`src/rtl/cv32e40s_pkg.sv`:
```
// Shared types for the cv32e40s execution units used by the iterative multiplier.
package cv32e40s_pkg;

   typedef enum logic [0:0] {
      MUL_M32 = 1'b0,
      MUL_H   = 1'b1
   } mul_opcode_e;

   typedef enum logic [0:0] {
      MI_CALC = 1'b0,
      MI_LAST = 1'b1
   } mult_state_e;

   // Iteration counter width; a single-iteration multiplier still keeps one bit.
   function automatic int unsigned mult_cnt_w(input int unsigned n);
      return (n > 1) ? $clog2(n) : 1;
   endfunction

endpackage

```
`src/rtl/cv32e40s_mult_pp.sv`:
```
// One partial product: the extended multiplicand times the selected multiplier slice.
module cv32e40s_mult_pp
   import cv32e40s_pkg::*;
#(
   parameter int unsigned XLEN  = 32,
   parameter int unsigned PP_W  = 8,
   parameter int unsigned CNT_W = 2
) (
   input  logic [XLEN-1:0]      op_a,
   input  logic [XLEN-1:0]      op_b,
   input  logic [1:0]           signed_mode,
   input  logic [CNT_W-1:0]     idx,
   output logic [XLEN+PP_W+1:0] pp
);

   localparam int unsigned N        = XLEN / PP_W;
   localparam int unsigned PP_WIDTH = XLEN + PP_W + 2;

   logic [XLEN-1:0]            b_shifted;
   logic [PP_W-1:0]            b_slice;
   logic                       a_sign;
   logic                       b_sign;
   logic signed [PP_WIDTH-1:0] a_wide;
   logic signed [PP_WIDTH-1:0] b_wide;

   // Only the top slice of op_b carries its sign; lower slices are unsigned magnitudes.
   always_comb begin
      b_shifted = op_b >> (PP_W * 32'(idx));
      b_slice   = b_shifted[PP_W-1:0];
      a_sign    = signed_mode[0] & op_a[XLEN-1];
      b_sign    = (idx == CNT_W'(N - 1)) & signed_mode[1] & op_b[XLEN-1];
      a_wide    = {{(PP_W + 1){a_sign}}, a_sign, op_a};
      b_wide    = {{(XLEN + 1){b_sign}}, b_sign, b_slice};
      pp        = a_wide * b_wide;
   end

endmodule

```
`src/rtl/cv32e40s_mult_iter.sv`:
```
// Iterative shift-add multiplier for MUL/MULH/MULHSU/MULHU, one op_b slice per cycle,
// with an optional single-cycle path for the low-half MUL.
module cv32e40s_mult_iter
   import cv32e40s_pkg::*;
#(
   parameter int unsigned XLEN     = 32,
   parameter int unsigned PP_W     = 8,
   parameter bit          FAST_MUL = 1'b0
) (
   input  logic              clk,
   input  logic              rst_n,
   input  logic              valid_i,
   input  mul_opcode_e       operator_i,
   input  logic [1:0]        signed_mode_i,
   input  logic [XLEN-1:0]   op_a_i,
   input  logic [XLEN-1:0]   op_b_i,
   output logic [XLEN-1:0]   result_o,
   output logic              valid_o,
   output logic              ready_o,
   input  logic              ready_i
);

   localparam int unsigned N        = XLEN / PP_W;
   localparam int unsigned CNT_W    = mult_cnt_w(N);
   localparam int unsigned ACC_W    = 2 * XLEN + 2;
   localparam int unsigned PP_WIDTH = XLEN + PP_W + 2;
   localparam mult_state_e INIT_STATE = (N == 1) ? MI_LAST : MI_CALC;

   mult_state_e         state;
   logic [ACC_W-1:0]    acc;
   logic [CNT_W-1:0]    cnt;
   logic [PP_WIDTH-1:0] pp;
   logic [ACC_W-1:0]    pp_ext;
   logic [ACC_W-1:0]    sum;
   int unsigned         shamt;
   logic                fast_op;
   logic [XLEN-1:0]     fast_res;

   cv32e40s_mult_pp #(
      .XLEN  (XLEN),
      .PP_W  (PP_W),
      .CNT_W (CNT_W)
   ) u_pp (
      .op_a        (op_a_i),
      .op_b        (op_b_i),
      .signed_mode (signed_mode_i),
      .idx         (cnt),
      .pp          (pp)
   );

   // Weight the current partial product by its slice position and add it in.
   always_comb begin
      shamt  = PP_W * 32'(cnt);
      pp_ext = ACC_W'($signed(pp));
      sum    = acc + (pp_ext << shamt);
   end

   // Handshake and result selection; the fast path bypasses the FSM entirely.
   always_comb begin
      fast_op  = FAST_MUL && (operator_i == MUL_M32);
      fast_res = op_a_i * op_b_i;
      valid_o  = valid_i && (fast_op || (state == MI_LAST));
      ready_o  = !valid_i || (valid_o && ready_i);
      if (fast_op) begin
         result_o = fast_res;
      end else if (operator_i == MUL_M32) begin
         result_o = sum[XLEN-1:0];
      end else begin
         result_o = sum[2*XLEN-1:XLEN];
      end
   end

   // Iteration FSM: a dropped valid_i kills the op, a fast op keeps the FSM idle.
   always_ff @(posedge clk or negedge rst_n) begin
      if (!rst_n) begin
         state <= INIT_STATE;
         acc   <= '0;
         cnt   <= '0;
      end else if (!valid_i || fast_op) begin
         state <= INIT_STATE;
         acc   <= '0;
         cnt   <= '0;
      end else begin
         case (state)
            MI_CALC: begin
               acc <= sum;
               cnt <= cnt + CNT_W'(1);
               if (cnt == CNT_W'(N - 2)) begin
                  state <= MI_LAST;
               end
            end
            MI_LAST: begin
               if (ready_i) begin
                  state <= INIT_STATE;
                  acc   <= '0;
                  cnt   <= '0;
               end
            end
            default: begin
               state <= INIT_STATE;
            end
         endcase
      end
   end

   a_result_stable: assert property (@(posedge clk) disable iff (!rst_n)
      (valid_o && !ready_i) |=> (!valid_i || $stable(result_o)));

   a_inputs_stable: assert property (@(posedge clk) disable iff (!rst_n)
      (valid_i && !ready_o) |=> (!valid_i || ($stable(op_a_i) && $stable(op_b_i) &&
                                 $stable(operator_i) && $stable(signed_mode_i))));

   if (N > 1) begin : g_no_early
      a_no_early_high: assert property (@(posedge clk) disable iff (!rst_n)
         (valid_i && (operator_i == MUL_H) && (state == MI_CALC) && (cnt == '0)) |-> !valid_o);
   end

endmodule

```
`config.mk`:
```
export PLATFORM = sky130hd
export DESIGN_NAME = cv32e40s_mult_iter
export DESIGN_NICKNAME = d
export VERILOG_FILES = /design/src/rtl/cv32e40s_pkg.sv /design/src/rtl/cv32e40s_mult_pp.sv /design/src/rtl/cv32e40s_mult_iter.sv
export SDC_FILE = /design/constraint.sdc
export NUM_CORES = 1
export LEC_CHECK = 0
export BUFFER_PORTS_ARGS = -buffer_cell sky130_fd_sc_hd__buf_2
export CORE_ASPECT_RATIO = 1.4
export CORE_MARGIN = 5
export CORE_UTILIZATION = 62
export CTS_BUF_LIST = sky130_fd_sc_hd__clkbuf_16
export CTS_CLUSTER_DIAMETER = 30
export DETAILED_ROUTE_END_ITERATION = 10
export PLACE_DENSITY = 0.81
export SYNTH_ARGS = -nofsm -noshare
export SYNTH_HDL_FRONTEND = slang
export SYNTH_SLANG_ARGS = --single-unit
```
`constraint.sdc`:
```
create_clock -name clk -period 29.4 [get_ports clk]
set_input_delay 5.88 -clock clk [delete_from_list [all_inputs] [get_ports clk]]
set_output_delay 5.88 -clock clk [all_outputs]
set_load 0.02 [all_outputs]
```
# ---- After elaboration in Yosys (flattened, before gate mapping)
# Cells that the tools add are included.
dict set report totals {
  reg_bits 69
  inputBits 71
  output_inout_bits 34
  word_cells 30
}
dict set report op_classes {
  bitwise_logic 4
  n_mux 11
  shift 2
  reduce_logical 4
  mul 1
  eq_ne 3
  add_sub_neg 2
}
# operator n
set ops {}
lappend ops {{66-bit two-way mux} 2}
lappend ops {{66-bit case mux with 2 select lines} 1}
lappend ops {{66-bit adder} 1}
lappend ops {{66-bit by 5-bit left shift with 66-bit output} 1}
lappend ops {{33-bit by 9-bit multiplier with 42-bit output} 1}
lappend ops {{32-bit two-way mux} 1}
lappend ops {{32-bit by 5-bit right shift with 8-bit output} 1}
lappend ops {{2-bit == test, second input constant} 2}
lappend ops {{2-bit two-way mux} 2}
lappend ops {{2-bit case mux with 2 select lines} 1}
lappend ops {{1-bit AND} 3}
lappend ops {{1-bit two-way mux} 3}
lappend ops {{3-bit != test, second input constant} 1}
lappend ops {{2-bit by 1-bit adder with 2-bit output, second input constant} 1}
lappend ops {{1-bit logical AND} 2}
lappend ops {{1-bit case mux with 2 select lines} 1}
lappend ops {{1-bit logical NOT} 1}
lappend ops {{1-bit logical OR} 1}
lappend ops {{1-bit inverter} 1}

# ---- Depth between registers and ports, before layout
# Gate-level depths: netlist (run 1).
dict set report depth {
  word_depth 8
  depth_mapped 40
  depth_no_buf 36
}

# ---- Cells and area by module
# A second synthesis (run 1) with hierarchy kept.
dict set report unflattened {
  cells_unflattened 2048
  area_unflattened_um2 17810.8
}
# mod area_each_um2 instances seq_area_each_um2 cells_per_inst
set by_module_without_submodules {}
lappend by_module_without_submodules {cv32e40s_mult_pp 9754.4 1 0.0 1051}
lappend by_module_without_submodules {cv32e40s_mult_iter 8056.5 1 1676.6 997}

# ---- Worst setup path after synthesis (run 1)
# Ideal clock, no wire load.
dict set report synth_path {
  path_kind {input -> output}
  start {input op_b_i[28]}
  end {output result_o[31]}
  n_path_buf 1
  cell_stages 34
  required_ns 23.520
  t_arrival_ns 14.098
  setup_slack_ns 9.422
  path_cell_list {mux4_2 -> clkbuf_1 -> nand2_1 -> fa_1 -> fa_1 -> inv_1 -> fa_1 -> fa_1 -> inv_1 -> fa_1 -> inv_1 -> ha_1 -> nand2_1 -> o21ai_0 -> a41o_1 -> or2_2 -> a31o_2 -> a31oi_1 -> o21ai_0 -> xor2_1 -> a211oi_1 -> a21oi_1 -> ha_1 -> a21o_1 -> a21o_1 -> a21o_1 -> a2111o_1 -> a21oi_1 -> o2111ai_1 -> a31oi_2 -> o31ai_1 -> a221oi_1 -> xor2_1 -> mux2i_1}
}
dict set report synth_via {
  elab_chain_cells 5
}
# item line
set synth_rtl {}
lappend synth_rtl {{from (decl)} cv32e40s_mult_iter.sv:16} ;# input logic [XLEN-1:0] op_b_i,
lappend synth_rtl {{32-bit by 5-bit right shift with 8-bit output} cv32e40s_mult_pp.sv:28} ;# b_shifted = op_b >> (PP_W * 32'(idx));
lappend synth_rtl {{33-bit by 9-bit multiplier with 42-bit output} cv32e40s_mult_pp.sv:34} ;# pp = a_wide * b_wide;
lappend synth_rtl {{66-bit by 5-bit left shift with 66-bit output} cv32e40s_mult_iter.sv:55} ;# sum = acc + (pp_ext << shamt);
lappend synth_rtl {{66-bit adder} cv32e40s_mult_iter.sv:55}
lappend synth_rtl {{32-bit two-way mux} cv32e40s_mult_iter.sv:66} ;# end else if (operator_i == MUL_M32) begin
lappend synth_rtl {{to (decl)} cv32e40s_mult_iter.sv:17} ;# output logic [XLEN-1:0] result_o,
# No other way between the ends.

# ---- Worst setup path after layout (run 1)
dict set report layout_path {
  start {input op_b_i[12]}
  end {output result_o[29]}
}
# The elaborated chain is that of the path after synthesis.

==> results.sh, run 1 <==
export IMPL_cts_tree="done"
export IMPL_regToRegSetupSlack_ps=19000
export IMPL_antenna_found_initial=1
export IMPL_slowest_delay_ps=750
export IMPL_drtAntennaViolNets=0
export IMPL_crit_fanout=33
export IMPL_crit_path_end_kind="primary output"
export IMPL_globalplace_congestion=1.01
export IMPL_vias=14481
export IMPL_cp_top_family="compound AO/OA/AOI/OAI gates"
export IMPL_drt_iter0_markers=1012
export IMPL_dp_hpwl_microns=38800
export IMPL_grtUsageTotal_pct=31.6
export IMPL_synth_avg_cell_area_sq_um=8.74
export IMPL_holdBufCountCts=0
export IMPL_ys_flop_type="dfrtp_1"
export IMPL_critical_path_class="input pin to primary output"
export IMPL_status="complete, no violations"
export IMPL_fp_dieH_microns=206
export IMPL_grt_pass1_vias=14942
export IMPL_max_freq_ghz=0.0469
export IMPL_syn_area_sq_um=17000
export IMPL_setup_slack_ps=8080
export IMPL_clk_pin_slew_worst_paths_ps=50
export IMPL_htreeDepth=3
export IMPL_syn_inst=1942
export IMPL_clk_latency_ps=350
export IMPL_grt_pass1_wl_microns=77300
export IMPL_fillers=2248
export IMPL_drc=0
export IMPL_port_buffer_count=104
export IMPL_synth_top_family_by_area="adder cells"
export IMPL_chipWidth_microns=150
export IMPL_clockBufferDepth=2
export IMPL_critPathLaunchType="input pin"
export IMPL_synth_xor_area_share_pct=5.36
export IMPL_fin_nets=2426
export IMPL_multi_input_area_sq_um=14300
export IMPL_yosys_cell_types_count=71
export IMPL_yosysTopAreaCellShare_pct=28.3
export IMPL_synth_edff_count=0
export IMPL_ys_ff_latch=67
export IMPL_hp_class="flip-flop to flip-flop"
export IMPL_worstPathRequired_ps=23520
export IMPL_cap_violations=0
export IMPL_ios=105
export IMPL_dr_pass1_iters=5
export IMPL_vias_per_cell=6.20
export IMPL_setup_viol=0
export IMPL_worst_pin_slew_ps=913
export IMPL_ys_seq_area_share_pct=9.87
export IMPL_cts_setup_buffers=0
export IMPL_synth_mux_area_share_pct=4.60
export IMPL_synth_top_area_cell="fa_1"
export IMPL_rsz0062_at_grt="false"
export IMPL_synth_area_top_cells="fa_1 28%, ha_1 11%, dfrtp_1 9.9%"
export IMPL_fin_skew_ps=8.72
export IMPL_core_sq_um=26900
export IMPL_cts_resized=0
export IMPL_synth_most_common_cell="fa_1"
export IMPL_cp_arrival_ps=15440
export IMPL_grt_ovfl_total=0
export IMPL_routed_wl_microns=47600
export IMPL_syn_num_nets=2403
export IMPL_grt_max_degree=68
export IMPL_cts_root_buf="clkbuf_16"
export IMPL_async_reset_ff_share_pct=100
export IMPL_setup_tns_ps=0
export IMPL_synth_common_cells="240 x fa_1, 231 x nand2_1, 176 x inv_1"
export IMPL_rows=71
export IMPL_avgRoutedWirePerCell_microns=20.4
export IMPL_slowest_stage="mux4_2"
export IMPL_min_period_over_period_pct=72.5
export IMPL_path_buf_inv=5
export IMPL_worst_path_stages=34
export IMPL_drive_above_1_share_pct=9.64
export IMPL_synth_compound_area_share_pct=17.0
export IMPL_synthAdderAreaFrac_pct=39.3
export IMPL_start_util_pct=63.1
export IMPL_slew_limit_headroom_pct=39.2
export IMPL_areaGrowthSynthToFinish_pct=5.88
export IMPL_pre_cts_ws_ps=8240
export IMPL_cts_buffers=9
export IMPL_crit_path_frequent_cell="fa_1"
export IMPL_min_period_ps=21320
export IMPL_fp_dieArea_sq_um=30800
export IMPL_final_hold_viol_count=0
export IMPL_synth_simple_area_share_pct=17.7
export IMPL_seqCellArea_sq_um=1680
export IMPL_holdPathStages=2
export IMPL_reg2regPathDepth=34
export IMPL_drv_slew=0
export IMPL_synth_warnings=0
export IMPL_cts_sinks=67
==> layout make-up <==
| type | count | share of cell area (%) |
|---|---|---|
| antenna | 1 | 0.0139 |
| clock buffer | 9 | 1.25 |
| clock inverter | 7 | 0.515 |
| inverter | 177 | 3.70 |
| multi-input combinational | 1598 | 79.4 |
| sequential | 67 | 9.34 |
| tap | 365 | 2.54 |
| timing repair buffer | 112 | 3.23 |
==> metrics by stage <==
stage	utilization, %	hold slack (ps)	cell area [sq um]	cells
after floorplan	-	456	17000	1942
after global placement	65.6	470	17700	2319
after detailed placement	65.6	481	17700	2319
after CTS	66.8	493	18000	2335
after global routing	66.8	519	18000	2335
final	66.8	488	18000	2336
==> layout by cell type, fill, tap and decap left out, drive strengths merged, types with 8 or more instances in the layout <==
cell,netlist,routed
fa,240,240
nand2,231,231
inv,177,177
and2,170,170
ha,150,150
a21oi,117,117
buf,15,112
nor2,98,98
o21ai,75,75
xnor2,68,68
dfrtp,67,67
a21o,66,66
a22o,55,55
xor2,36,36
mux2i,33,33
nand3,26,26
mux2,24,24
o21bai,18,18
nand4,18,18
nor3,15,15
a31oi,15,15
and3,13,13
nor2b,11,11
or2,10,10
nand2b,10,10
o21a,9,9
clkbuf,85,9
a211oi,9,9
mux4,8,8
o211ai,8,8
a22oi,8,8
o31ai,8,8
==> worst reg2reg max path: cells and delay by family, from the launching register on <==
family | cells | cell delay, ps
fa+ha+maj | 7 | 3210
compound gates | 17 | 4050
xor+xnor | 2 | 610
simple gates | 3 | 380
buf+inv | 4 | 610
flops | 1 | 500
mux | 1 | 880
==> flip-flops by register name (all words and copies together) (netlist names) <==
name	count
acc	64
cnt	2
state	1
==> layer usage <==
layer / vias up / GRT usage (%) / share of wire, %
li1: 6580 / - / -
met3: 193 / 3.83 / 5.7
met2: 601 / 55.5 / 51
met1: 7107 / 37.3 / 37
met4: 0 / 17.8 / 6.5
met5: - / 0 / 0
==> cells by family after synthesis <==
family,Yosys count
compound gates,426
xor+xnor,104
mux,65
simple gates,613
buf+inv,277
fa+ha+maj,390
flops,67
==> worst paths after layout <==
check,start,end
hold reg to reg,acc[10],acc[10]
max in group asynchronous,rst_n,cnt[1]
min in group asynchronous,rst_n,acc[58]
setup reg to reg,cnt[0],acc[63]
hold / removal,acc[10],acc[10]
setup / recovery,op_b_i[12],result_o[29]
Power of run 1 is not shown: default switching activity piles up to over one toggle a cycle in this logic, so the estimate is an artifact.
==> run 2, diff against run 1 <==
Settings changed: ABC_AREA set to 1, CORE_UTILIZATION 62 to 59.
Clock period 29.4 ns to 19.36 ns, I/O delays scaled along.
==> results.sh, run 2 <==
export IMPL_status="complete, no violations"
export IMPL_clk_latency_ps=370
export IMPL_final_hold_viol_count=0
export IMPL_max_freq_ghz=0.0585
export IMPL_start_util_pct=59.7
export IMPL_cp_arrival_ps=13220
export IMPL_crit_path_end_kind="primary output"
export IMPL_synth_warnings=0
export IMPL_cap_violations=0
export IMPL_fp_dieH_microns=219
export IMPL_final_util_pct=63.4
export IMPL_drive_above_1_share_pct=7.73
export IMPL_seqCellArea_sq_um=1680
export IMPL_drt_iter0_markers=1528
export IMPL_cts_tree="done"
export IMPL_async_reset_ff_share_pct=100
export IMPL_avgRoutedWirePerCell_microns=21.9
export IMPL_largest_reg_flops=64
export IMPL_ys_ff_latch=67
export IMPL_core_sq_um=30800
export IMPL_drv_slew=0
export IMPL_crit_fanout=17
export IMPL_critical_path_class="input pin to primary output"
export IMPL_grt_ovfl_total=0
export IMPL_grtUsageTotal_pct=39.5
export IMPL_dp_hpwl_microns=57800
export IMPL_htreeDepth=3
export IMPL_fillers=2828
export IMPL_synth_common_cells="666 x nand2_1, 388 x inv_1, 372 x nor2_1"
export IMPL_cts_buffers=9
export IMPL_fin_nets=3197
export IMPL_synth_top_area_cell="fa_1"
export IMPL_syn_area_sq_um=18400
export IMPL_slew_limit_headroom_pct=28.3
export IMPL_worst_pin_slew_ps=1070
export IMPL_setup_tns_ps=0
export IMPL_hp_class="flip-flop to flip-flop"
export IMPL_yosys_cell_types_count=56
export IMPL_synth_edff_count=0
export IMPL_vias_per_cell=6.00
export IMPL_regMostFlops="acc"
export IMPL_rsz0062_at_grt="false"
export IMPL_slowest_delay_ps=740
export IMPL_port_buffer_count=104
export IMPL_crit_path_frequent_cell="nand2_1"
export IMPL_final_common_cell="nand2_1"
export IMPL_routed_wl_microns=68700
export IMPL_antenna_found_initial=0
export IMPL_min_period_over_period_pct=88.3
export IMPL_drtAntennaViolNets=0
export IMPL_areaGrowthSynthToFinish_pct=6.16
export IMPL_dr_pass1_iters=6
export IMPL_synth_area_top_cells="fa_1 26%, nand2_1 14%, ha_1 10%"
export IMPL_hold_slack_ps=494
export IMPL_globalplace_congestion=1.12
export IMPL_critPathLaunchType="input pin"
export IMPL_cts_resized=0
export IMPL_clockBufferDepth=2
export IMPL_fp_dieArea_sq_um=34800
export IMPL_grt_pass1_wl_microns=107000
export IMPL_slowest_stage="nand2_1"
export IMPL_syn_inst=2679
export IMPL_fin_skew_ps=8.33
export IMPL_layout_common_cells="666 x nand2_1, 387 x inv_1, 370 x nor2_1, 240 x fa_1, 157 x nand3_1"
export IMPL_ios=105
export IMPL_chipWidth_microns=159
export IMPL_ys_flop_type="dfrtp_1"
export IMPL_drc=0
export IMPL_grt_pass1_vias=19688
export IMPL_yosysTopAreaCellShare_pct=26.1
export IMPL_multi_input_area_sq_um=14900
export IMPL_min_period_ps=17090
export IMPL_synth_most_common_cell="nand2_1"
export IMPL_placed_area_sq_um=19200
export IMPL_setup_viol=0
export IMPL_synth_avg_cell_area_sq_um=6.86
export IMPL_cts_setup_buffers=0
export IMPL_fin_area_sq_um=19500
export IMPL_vias=18806
export IMPL_holdBufCountCts=0
export IMPL_clk_pin_slew_worst_paths_ps=70
export IMPL_cp_top_family="simple AND/OR/NAND/NOR gates"
export IMPL_path_buf_inv=6
export IMPL_ys_seq_area_share_pct=9.12
export IMPL_grt_max_degree=67
export IMPL_worstPathRequired_ps=15490
export IMPL_rows=76
export IMPL_cts_sinks=67
export IMPL_syn_num_nets=3140
export IMPL_cts_root_buf="clkbuf_16"
export IMPL_reg_largest_list="acc x64, cnt x2, state x1"
## run 2: cell count changes after synthesis, moves of 19 or more
cell / previous run / this run
clkbuf_1: 85 / 55
o21ai_0: 71 / 138
and2_1: 170 / 0
mux2_2: 24 / 0
nand3_1: 26 / 157
nor2_1: 98 / 372
mux2i_1: 33 / 7
a21o_1: 66 / 12
a22o_1: 54 / 6
nand2_1: 231 / 666
xnor2_1: 68 / 22
o21ai_1: 2 / 21
inv_1: 176 / 388
## run 2: path summary, 6_finish.rpt
path                                  from           end  slack (ps)  cells after the start
min in group asynchronous            rst_n       acc[57]        3470                      1
worst min-delay path                acc[4]        acc[4]         490                      2
worst max-delay path            op_b_i[27]  result_o[17]        2270                     36
worst min register to register      acc[4]        acc[4]         490                      2
worst max register to register      cnt[0]       acc[62]        8870                     37
max in group asynchronous            rst_n        cnt[1]       14690                      2
## run 2: per-stage QoR
stage	worst slack, ps	cells
after floorplan	5060	2679
after global placement	2620	3115
after detailed placement	2510	3115
after CTS	2470	3131
after global routing	1720	3131
final	2270	3132
## run 2: final cells by class
class / instances / area share [%]
Inverter: 395 / 7.60
Sequential cell: 67 / 8.60
Multi-Input combinational cell: 2143 / 76.5
Antenna cell: 1 / 0.0128
Tap cell: 390 / 2.50
Clock inverter: 7 / 0.397
Clock buffer: 9 / 1.15
Timing Repair Buffer: 120 / 3.28
## run 2: worst reg2reg max path, delay by kind of cell, from the launching register on
| kind | cells | cell delay [ps] |
|---|---|---|
| compound gates | 4 | 1340 |
| xor+xnor | 1 | 150 |
| fa+ha+maj | 7 | 3470 |
| buf+inv | 9 | 2120 |
| flops | 1 | 390 |
| simple gates | 16 | 2940 |
## run 2: kinds of logic after synthesis
family	synth area share (%)
fa+ha+maj	36.3
mux	0.381
xor+xnor	2.67
simple gates	29.3
flops	9.12
compound gates	12.4
buf+inv	9.77
## run 2: layer usage
metal / GRT usage [%] / vias up / wire, microns / share of wire [%]
li1: - / 8615 / - / -
met1: 41.8 / 8976 / 23700 / 34
met2: 71.2 / 904 / 34600 / 50
met3: 4.28 / 311 / 3540 / 5.1
met4: 31.2 / 0 / 6880 / 10
met5: 0 / - / 0 / 0
Power of run 2 is left out for the same reason.
